==> src/rtl/uart_rx_stream.sv <==
// UART receiver (idle high, 8N1, LSB first) with a 1-deep valid/ready holding register.
// Optional even/odd parity bit enabled by defining UART_RX_PARITY_EN.
module uart_rx_stream #(
    parameter int BAUD_DIV    = 1302,
    parameter int SYNC_STAGES = 2
`ifdef UART_RX_PARITY_EN
    ,
    parameter bit PARITY_ODD  = 1'b0
`endif
) (
    input  logic       clk_i,
    input  logic       arst_n_i,
    input  logic       rx_i,
    output logic [7:0] data_o,
    output logic       valid_o,
    input  logic       ready_i,
    output logic       frame_err_o,
    output logic       ovf_o,
`ifdef UART_RX_PARITY_EN
    output logic       parity_err_o,
`endif
    output logic       busy_o,
    output logic [2:0] state_o
);

    typedef enum logic [2:0] {
        IDLE   = 3'd0,
        START  = 3'd1,
        DATA   = 3'd2,
        PARITY = 3'd3,
        STOP   = 3'd4,
        BREAK  = 3'd5
    } state_t;

    localparam logic [15:0] CNT_LAST = 16'(BAUD_DIV - 1);
    localparam logic [15:0] CNT_HALF = 16'(BAUD_DIV / 2);

    logic [SYNC_STAGES-1:0] sync_q;
    logic                   rx_s;

    state_t      state_q, state_d;
    logic [15:0] cnt_q, cnt_d;
    logic [2:0]  bit_q, bit_d;
    logic [7:0]  shift_q, shift_d;
    logic        complete;
    logic        ferr;
`ifdef UART_RX_PARITY_EN
    logic        par_q, par_d;
`endif

    always_ff @(posedge clk_i or negedge arst_n_i) begin
        if (!arst_n_i) begin
            sync_q <= '1;
        end else begin
            sync_q <= {sync_q[SYNC_STAGES-2:0], rx_i};
        end
    end

    assign rx_s = sync_q[SYNC_STAGES-1];

    always_ff @(posedge clk_i or negedge arst_n_i) begin
        if (!arst_n_i) begin
            state_q <= IDLE;
            cnt_q   <= '0;
            bit_q   <= '0;
            shift_q <= '0;
`ifdef UART_RX_PARITY_EN
            par_q   <= 1'b0;
`endif
        end else begin
            state_q <= state_d;
            cnt_q   <= cnt_d;
            bit_q   <= bit_d;
            shift_q <= shift_d;
`ifdef UART_RX_PARITY_EN
            par_q   <= par_d;
`endif
        end
    end

    always_comb begin
        state_d  = state_q;
        cnt_d    = cnt_q;
        bit_d    = bit_q;
        shift_d  = shift_q;
        complete = 1'b0;
        ferr     = 1'b0;
`ifdef UART_RX_PARITY_EN
        par_d    = par_q;
`endif
        case (state_q)
            IDLE: begin
                if (!rx_s) begin
                    cnt_d   = '0;
                    state_d = START;
                end
            end
            START: begin
                // Re-check the line at mid start bit; a high here was only a glitch.
                if (cnt_q == CNT_HALF) begin
                    if (rx_s) begin
                        state_d = IDLE;
                    end else begin
                        cnt_d   = '0;
                        bit_d   = '0;
                        state_d = DATA;
                    end
                end else begin
                    cnt_d = cnt_q + 16'd1;
                end
            end
            DATA: begin
                if (cnt_q == CNT_LAST) begin
                    cnt_d   = '0;
                    shift_d = {rx_s, shift_q[7:1]};
                    bit_d   = bit_q + 3'd1;
                    if (bit_q == 3'd7) begin
`ifdef UART_RX_PARITY_EN
                        state_d = PARITY;
`else
                        state_d = STOP;
`endif
                    end
                end else begin
                    cnt_d = cnt_q + 16'd1;
                end
            end
`ifdef UART_RX_PARITY_EN
            PARITY: begin
                if (cnt_q == CNT_LAST) begin
                    cnt_d   = '0;
                    par_d   = rx_s;
                    state_d = STOP;
                end else begin
                    cnt_d = cnt_q + 16'd1;
                end
            end
`endif
            STOP: begin
                if (cnt_q == CNT_LAST) begin
                    cnt_d = '0;
                    if (rx_s) begin
                        complete = 1'b1;
                        state_d  = IDLE;
                    end else begin
                        ferr    = 1'b1;
                        state_d = BREAK;
                    end
                end else begin
                    cnt_d = cnt_q + 16'd1;
                end
            end
            BREAK: begin
                // Hold here while the line stays low so a break cannot look like a new start bit.
                if (rx_s) begin
                    state_d = IDLE;
                end
            end
            default: begin
                state_d = IDLE;
            end
        endcase
    end

    // Handshake: data_o is taken when valid_o && ready_i on the same rising edge;
    // data_o holds steady while valid_o is high and ready_i is low.
    always_ff @(posedge clk_i or negedge arst_n_i) begin
        if (!arst_n_i) begin
            data_o       <= 8'h00;
            valid_o      <= 1'b0;
            frame_err_o  <= 1'b0;
            ovf_o        <= 1'b0;
`ifdef UART_RX_PARITY_EN
            parity_err_o <= 1'b0;
`endif
        end else begin
            frame_err_o <= ferr;
            ovf_o       <= 1'b0;
`ifdef UART_RX_PARITY_EN
            parity_err_o <= complete & (par_q ^ (^shift_q) ^ PARITY_ODD);
`endif
            if (complete) begin
                if (valid_o && !ready_i) begin
                    ovf_o <= 1'b1;
                end else begin
                    data_o  <= shift_q;
                    valid_o <= 1'b1;
                end
            end else if (valid_o && ready_i) begin
                valid_o <= 1'b0;
            end
        end
    end

    assign busy_o  = (state_q != IDLE);
    assign state_o = state_q;

endmodule

==> config.mk <==
export PLATFORM = sky130hd
export DESIGN_NAME = uart_rx_stream
export DESIGN_NICKNAME = d
export VERILOG_FILES = /design/src/rtl/uart_rx_stream.sv
export SDC_FILE = /design/constraint.sdc
export NUM_CORES = 1
export LEC_CHECK = 0
export ABC_CLOCK_PERIOD_IN_PS = 2000
export CAP_MARGIN = 30
export CORE_MARGIN = 3
export CORE_UTILIZATION = 50
export DETAILED_ROUTE_END_ITERATION = 7
export PLACE_DENSITY_LB_ADDON = 0.1
export SETUP_SLACK_MARGIN = 0.5
export SYNTH_ARGS = -nofsm -noshare
export SYNTH_HDL_FRONTEND = slang
export SYNTH_SLANG_ARGS = --single-unit
==> constraint.sdc <==
create_clock -name clk_i -period 2 [get_ports clk_i]
set_input_delay 0.3 -clock clk_i [delete_from_list [all_inputs] [get_ports clk_i]]
set_output_delay 0.3 -clock clk_i [all_outputs]
set_load 0.03 [all_outputs]
==> metrics.md, run 1 <==
| Metric | Value |
|---|---|
| Xor and xnor area share after synthesis | `0.3857%` |
| Gr usage total | `22.73%` |
| Worst Max-Slew Pin Slew | `0.4530 ns` |
| Detailed Place HPWL | `3548 um` |
| Synth Instances | `220` |
| Crit Path Category | `flip-flop to flip-flop` |
| DRC violation count after routing | `0` |
| CTS H-tree lvls | `2` |
| P&R area growth vs syn | `43.58%` |
| Slew headroom | `69.74%` |
| Final setup TNS | `0 ns` |
| Total grt overflow | `0` |
| Critical path peak fanout | `4` |
| Synth Area in Compound Gates | `11.24%` |
| Largest net degree at the start of global routing | `28` |
| CP startpoint kind | `flip-flop` |
| P_leak | `1.559 nW` |
| Layout cell share with drive strength beyond 1 | `52.71%` |
| Largest cells by area after synthesis | `dfrtp_1 (45%), mux2_2 (8.9%), nand2_1 (5.5%)` |
| Die outline width | `73.40 um` |
| Cell accounting for the most synthesized area | `dfrtp_1` |
| Worst IR Drop VDD | `435.8 uV` |
| Internal | `1.260 mW` |
| Gr busiest metal | `met2` |
| Worst skew pair latency | `0.31 ns` |
| Initial Utilization | `54.05%` |
| Met3 usage | `5.062%` |
| Dpl cell area | `0.002615 mm2` |
| Most used DFF post-synth | `dfrtp_1` |
| Period utilization | `98.32%` |
| M1 GR Usage | `31.96%` |
| # fillers | `256` |
| CP required | `2.19 ns` |
| Ys Warns | `0` |
| Antenna Cells | `0` |
| Final min period | `1.966 ns` |
| Core area | `0.004202 mm2` |
| Max Cap Viol | `0` |
| Post-layout nets | `284` |
| NetSw | `0.3498 mW` |
| I/O Pins | `19` |
| Main combinational cell family by area after synthesis | `simple AND/OR/NAND/NOR gates` |
| M2 GR Usage | `34.76%` |
| Share of the synthesized area in the top cell type | `45.18%` |
| Register area share after synthesis | `47.49%` |
| Final WL | `6698 um` |
| Worst-path clk slew | `0.09 ns` |
| Flops & latches, synth | `43` |
| Via density | `6.343` |
| Multi-input gate area | `0.001409 mm2` |
| Antenna violations before repair | `0` |
| Mux contribution to synthesized area | `9.587%` |
| Final setup fails | `0` |
| Synth cell types | `49` |
| Syn Nets | `228` |
| Status | `finished, final reports clean` |
| Adder-cell share of the synthesized area | `2.204%` |
| Wire length per cell | `20.48 um` |
| Overall Power | `1.610 mW` |
| Clock Tree Root | `clkbuf_8` |
| Sw Share | `21.73%` |
| Post-DRT Antenna Nets | `0` |
| First-pass GRT wire length | `9363 um` |
| Fmax | `0.5085 GHz` |
| Largest stage delay, worst path | `0.41 ns` |
| Drt first pass iters | `6` |
| Syn_area_per_cell | `10.32 um2` |
| Row cnt | `23` |
| Die height | `73.40 um` |
| Synthesized area | `0.002271 mm2` |
| Final Hold Viols | `0` |
| Async set or reset register ratio after synthesis | `100.0%` |
| Slowest-stage cell, CP | `dfrtp_1` |
| CP most frequent cell | `buf_6` |
| Ordered list of cells on the worst path | `inv_2 > ha_2 > nor4bb_4 > and4_4 > buf_6 > buf_4 > buf_6 > nand2_1 > a31oi_1 > nor2_1` |
| CTS tree | `done` |
| Unrepaired setup endpoints after global routing | `yes` |
| CTS Buffer Depth | `2` |
| # clock sinks | `43` |
| Critical Path AT | `2.16 ns` |
| Combinational fraction of design power | `1.8%` |
| Port Buf Inserts | `18` |
| Initial DRC Count | `231` |
| CP Capture Type | `flip-flop` |
| Hold Crit Class | `flip-flop to flip-flop` |
| GPL Wtd Cong | `0.9249` |
| Slew Viols, Final | `0` |
| Post-layout instance count excluding filler cells | `327` |
| Seq pwr share | `54.4%` |
| Via count | `2074` |
| Clock group share of total power | `43.8%` |
| Vias in the first global route | `1877` |
| DIE AREA | `0.005387 mm2` |
| CTS Buf Count | `5` |
| P per Cell Area | `493.7 mW/mm2` |
| Post-synthesis simple-gate area fraction | `23.53%` |
| Post-route cell area | `0.003261 mm2` |
| Worst Skew | `0.01021 ns` |
| Post-synth EDFFs | `0` |
| Register area | `0.001089 mm2` |
| Cells after DPL | `297` |
power groups by stage:
stage / sequential (mW) / clock, mW / combinational (mW)
2_1_floorplan: 0.891 / 0 / 0.00891
3_3_place_gp: 0.892 / 0 / 0.0266
3_5_place_dp: 0.892 / 0 / 0.0278
4_1_cts: 0.875 / 0.714 / 0.0294
5_1_grt: 0.876 / 0.748 / 0.0324
6_report: 0.876 / 0.705 / 0.0287
logic make-up after synthesis:
group           Yosys count
xor+xnor                  1
mux                      19
simple gates             98
fa+ha+maj                 4
compound gates           37
flops                    43
buf+inv                  18
area by class of cell:
class,count,share of cell area (%)
clock buffers,5,2.111
clock inverters,3,1.458
multi-input cells,159,43.21
inverters,6,0.6907
well taps,50,1.919
flip-flops and latches,43,33.38
repair buffers,61,17.23
critical path, delay by kind of cell, from the launching register on:
kind / cells / cell delay, ns
AND/OR/NAND/NOR: 4 / 0.71
flip-flops: 1 / 0.41
buffers and inverters: 4 / 0.41
adder cells (fa/ha/maj): 1 / 0.17
AO/OA/AOI/OAI: 1 / 0.14
layout by cell type (no fill, tap or decap), types with 4 or more instances in the layout:
| cell type | count |
|---|---|
| dfrtp_1 | 33 |
| buf_4 | 29 |
| nand2_1 | 15 |
| mux2_2 | 15 |
| nand2_2 | 12 |
| dlygate4sd2_1 | 12 |
| buf_6 | 11 |
| nor2_1 | 10 |
| o22ai_2 | 8 |
| dfrtp_2 | 8 |
| nor2b_1 | 6 |
| nand2_4 | 6 |
| o211ai_1 | 6 |
| nor3_2 | 5 |
| inv_1 | 5 |
| nand3_1 | 5 |
| clkbuf_8 | 5 |
| nor4_4 | 4 |
| mux2_4 | 4 |
stage by stage:
step / utilization (%) / worst slack [ns] / hold slack (ns)
6_report: 77.61 / 0.03352 / 0.3554
5_1_grt: 77.61 / -0.04796 / 0.3634
4_1_cts: 71.71 / 0.1248 / 0.3630
3_5_place_dp: 62.24 / 0.001622 / 0.2431
3_3_place_gp: 62.24 / 0.06676 / 0.2306
2_1_floorplan: - / 0.1257 / 0.004409
flip-flops by register name, summed over array words and instances (netlist names):
register / count
sync_q: 2
state_o: 3
ovf_o: 1
bit_q: 3
data_o: 8
shift_q: 8
valid_o: 1
frame_err_o: 1
cnt_q: 16
worst paths after layout:
path | start | end | slack (ns) | cells after the start
max | cnt_q[1] | state_o[1] | 0.03 | 10
max reg2reg | cnt_q[1] | state_o[1] | 0.03 | 10
min reg2reg | sync_q[0] | sync_q[1] | 0.36 | 0
min | sync_q[0] | sync_q[1] | 0.36 | 0
max in group asynchronous | arst_n_i | sync_q[0] | 0.84 | 3
min in group asynchronous | arst_n_i | valid_o | 0.43 | 2
metal layers:
metal  share of wire, %  up-vias
met5                  0        -
met4                3.9        0
met2                 49      129
met3                7.4       31
li1                   -      900
met1                 40     1014
cell usage after synthesis (2+ instances only):
cell type	n
dfrtp_1	41
dfstp_2	2
buf_4	2
a21oi_1	4
buf_6	4
nand4_1	3
or2_2	3
o21a_1	2
nor2b_1	7
nand3_1	8
o22ai_1	9
nand2b_1	3
inv_1	6
and2_1	3
nand2_1	33
mux2_2	18
nor3_1	7
o211ai_1	6
nor2_1	12
or3_1	3
buf_2	3
nor4_1	4
o21ai_0	6
ha_1	4
a22o_2	2
and4_1	2
timing repair:
item,in CTS,in global routing
hold buffers,1,0
endpoints found under the setup margin,56,44
hold endpoints to repair,16,0
pin swaps,26,15
gates resized for setup,61,47
setup buffers,15,6
No activity file was read; power rests on OpenSTA's default activity.
==> run 2: changes to the inputs <==
Settings changed: CAP_MARGIN 30 to 20, RECOVER_POWER from default to 50.
==> run 2 against run 1 <==
Against the previous run:
- wire length unchanged
- flip-flop and latch count unchanged
- worst hold slack about the same
- critical path type unchanged
- critical endpoint unchanged
- highest routed layer unchanged
==> metrics.md, run 2 (synthesized netlist as in run 1, its figures left out) <==
| Metric | Value |
|---|---|
| Dpl cell area | `0.002615 mm2 (unchanged)` |
| GPL Wtd Cong | `0.9249 (unchanged)` |
| Antenna violations before repair | `0 (unchanged)` |
| Die outline width | `73.40 um (unchanged)` |
| Critical path peak fanout | `4 (unchanged)` |
| Post-layout instance count excluding filler cells | `327 (unchanged)` |
| Multi-input gate area | `0.001409 mm2 (unchanged)` |
| Crit Path Category | `flip-flop to flip-flop` |
| Overall Power | `1.608 mW (about the same)` |
| Initial Utilization | `54.05% (unchanged)` |
| Fin util | `77.58% (about the same)` |
| Biggest register | `cnt_q` |
| First-pass GRT wire length | `9363 um (unchanged)` |
| Register area | `0.001089 mm2 (unchanged)` |
| Largest register FFs | `16 (unchanged)` |
| Commonest non-fill, non-tap cell in the layout | `dfrtp_1` |
| Critical Path AT | `2.14 ns (-0.02 ns)` |
| Largest net degree at the start of global routing | `28 (unchanged)` |
| Post-DRT Antenna Nets | `0 (unchanged)` |
| Layout cell share with drive strength beyond 1 | `52.35% (-0.36 points)` |
| Clock Tree Root | `clkbuf_8` |
| CTS Buffer Depth | `2 (unchanged)` |
| Slew Viols, Final | `0 (unchanged)` |
| Via count | `2087 (+0.63%)` |
| Vias in the first global route | `1877 (unchanged)` |
| P per Cell Area | `493.5 mW/mm2 (about the same)` |
| Wire length per cell | `20.48 um (unchanged)` |
| DRC violation count after routing | `0 (unchanged)` |
| Worst IR Drop VDD | `435.8 uV (about the same)` |
| CP Capture Type | `flip-flop` |
| Total grt overflow | `0 (unchanged)` |
| CP required | `2.19 ns (about the same)` |
| Via density | `6.382 (+0.63%)` |
| Slew headroom | `39.54% (-30 points)` |
| Hold Crit Class | `flip-flop to flip-flop` |
| # fillers | `257 (+0.39%)` |
| Status | `finished, final reports clean` |
| I/O Pins | `19 (unchanged)` |
| Port Buf Inserts | `18 (unchanged)` |
| Final Hold Viols | `0 (unchanged)` |
| Core area | `0.004202 mm2 (unchanged)` |
| CTS Buf Count | `5 (unchanged)` |
| Worst Max-Slew Pin Slew | `0.9069 ns (+0.4539 ns)` |
| Max Cap Viol | `0 (unchanged)` |
| Top Registers | `cnt_q: 16 flops, data_o: 8 flops, shift_q: 8 flops` |
| Detailed Place HPWL | `3548 um (unchanged)` |
| Post-layout nets | `284 (unchanged)` |
| CTS H-tree lvls | `2 (unchanged)` |
| Fmax | `0.5129 GHz (+0.86%)` |
| # clock sinks | `43 (unchanged)` |
| Period utilization | `97.48% (-0.84 points)` |
| Final setup fails | `0 (unchanged)` |
| Row cnt | `23 (unchanged)` |
| Final min period | `1.950 ns (-0.01682 ns)` |
| P&R area growth vs syn | `43.53% (about the same)` |
| CP startpoint kind | `flip-flop` |
| Worst Skew | `0.01059 ns (+0.0003722 ns)` |
| Pre-CTS WS | `0.001622 ns (unchanged)` |
| Worst-path clk slew | `0.09 ns (about the same)` |
| DIE AREA | `0.005387 mm2 (unchanged)` |
| Unrepaired setup endpoints after global routing | `yes` |
| Most frequent cells in the layout | `dfrtp_1 (33), buf_4 (29), nand2_1 (15), mux2_2 (15)` |
| Gr usage total | `22.73% (unchanged)` |
| Initial DRC Count | `240 (+3.9%)` |
| Post-route cell area | `0.003259 mm2 (about the same)` |
| P_leak | `1.557 nW (-0.16%)` |
| Cells after DPL | `297 (unchanged)` |
| CTS tree | `done` |
| Drt first pass iters | `5 (-1)` |
| Final WS setup | `0.05033 ns (+0.01682 ns)` |
| Final WL | `6698 um (unchanged)` |
| Die height | `73.40 um (unchanged)` |
| Worst skew pair latency | `0.31 ns (about the same)` |
| Antenna Cells | `0 (unchanged)` |
## run 2: cell types whose count changed in the layout (fill, tap and decap cells not counted)
cell / before / now
clkdlybuf4s50_1: 3 / 2
dlygate4sd3_1: 1 / 2
clkbuf_1: 0 / 1
buf_2: 1 / 0
## run 2: what timing repair did
action	in CTS	in global routing
endpoints found under the hold margin	16	0
gates resized for setup	61	47
setup endpoints to repair	56	44
pin swaps	26	15
buffers inserted	15	6
hold buffers	1	0
## run 2: area by class of cell
cell class	instances	area share, %
timing repair buffer	61	17.20
sequential	43	33.40
clock buffer	5	2.111
inverter	6	0.6910
multi-input combinational	159	43.22
tap	50	1.919
clock inverter	3	1.459
## run 2: critical path, stage by stage (launching register included)
cell      delay [ns]
dfrtp_1         0.41
inv_2           0.07
ha_2            0.17
nor4bb_4        0.23
and4_4          0.34
buf_6           0.15
buf_4           0.11
buf_6           0.09
nand2_1         0.07
a31oi_1         0.14
nor2_1          0.05
## run 2: stage by stage
step / TNS (ns) / hold WS [ns]
after detailed placement: 0 / 0.2431
after global placement: 0 / 0.2306
after floorplan: 0 / 0.004409
after global routing: -0.2399 / 0.3634
after CTS: 0 / 0.3630
final: 0 / 0.3553
## run 2: worst paths after layout
check	startpoint	to	slack, ns	cells after the start
max	cnt_q[1]	state_o[1]	0.05	10
min	sync_q[0]	sync_q[1]	0.36	0
max reg2reg	cnt_q[1]	state_o[1]	0.05	10
min reg2reg	sync_q[0]	sync_q[1]	0.36	0
max in group asynchronous	arst_n_i	sync_q[0]	0.44	3
min in group asynchronous	arst_n_i	valid_o	0.63	2
## run 2: per-layer routing
layer  GRT usage (%)  part of all wire [%]  up-vias
li1                -                     -      898
met1           31.96                    40     1021
met2           34.76                    49      136
met3           5.062                   8.0       32
met4           7.646                   3.4        0
met5               0                     0        -
## run 2: power by group
| part | internal (mW) | leakage (nW) | switching, mW |
|---|---|---|---|
| clock network | 0.378 | 0.0587 | 0.326 |
| registers | 0.872 | 0.567 | 0.00339 |
| logic | 0.00837 | 0.931 | 0.0196 |
| total | 1.26 | 1.56 | 0.349 |
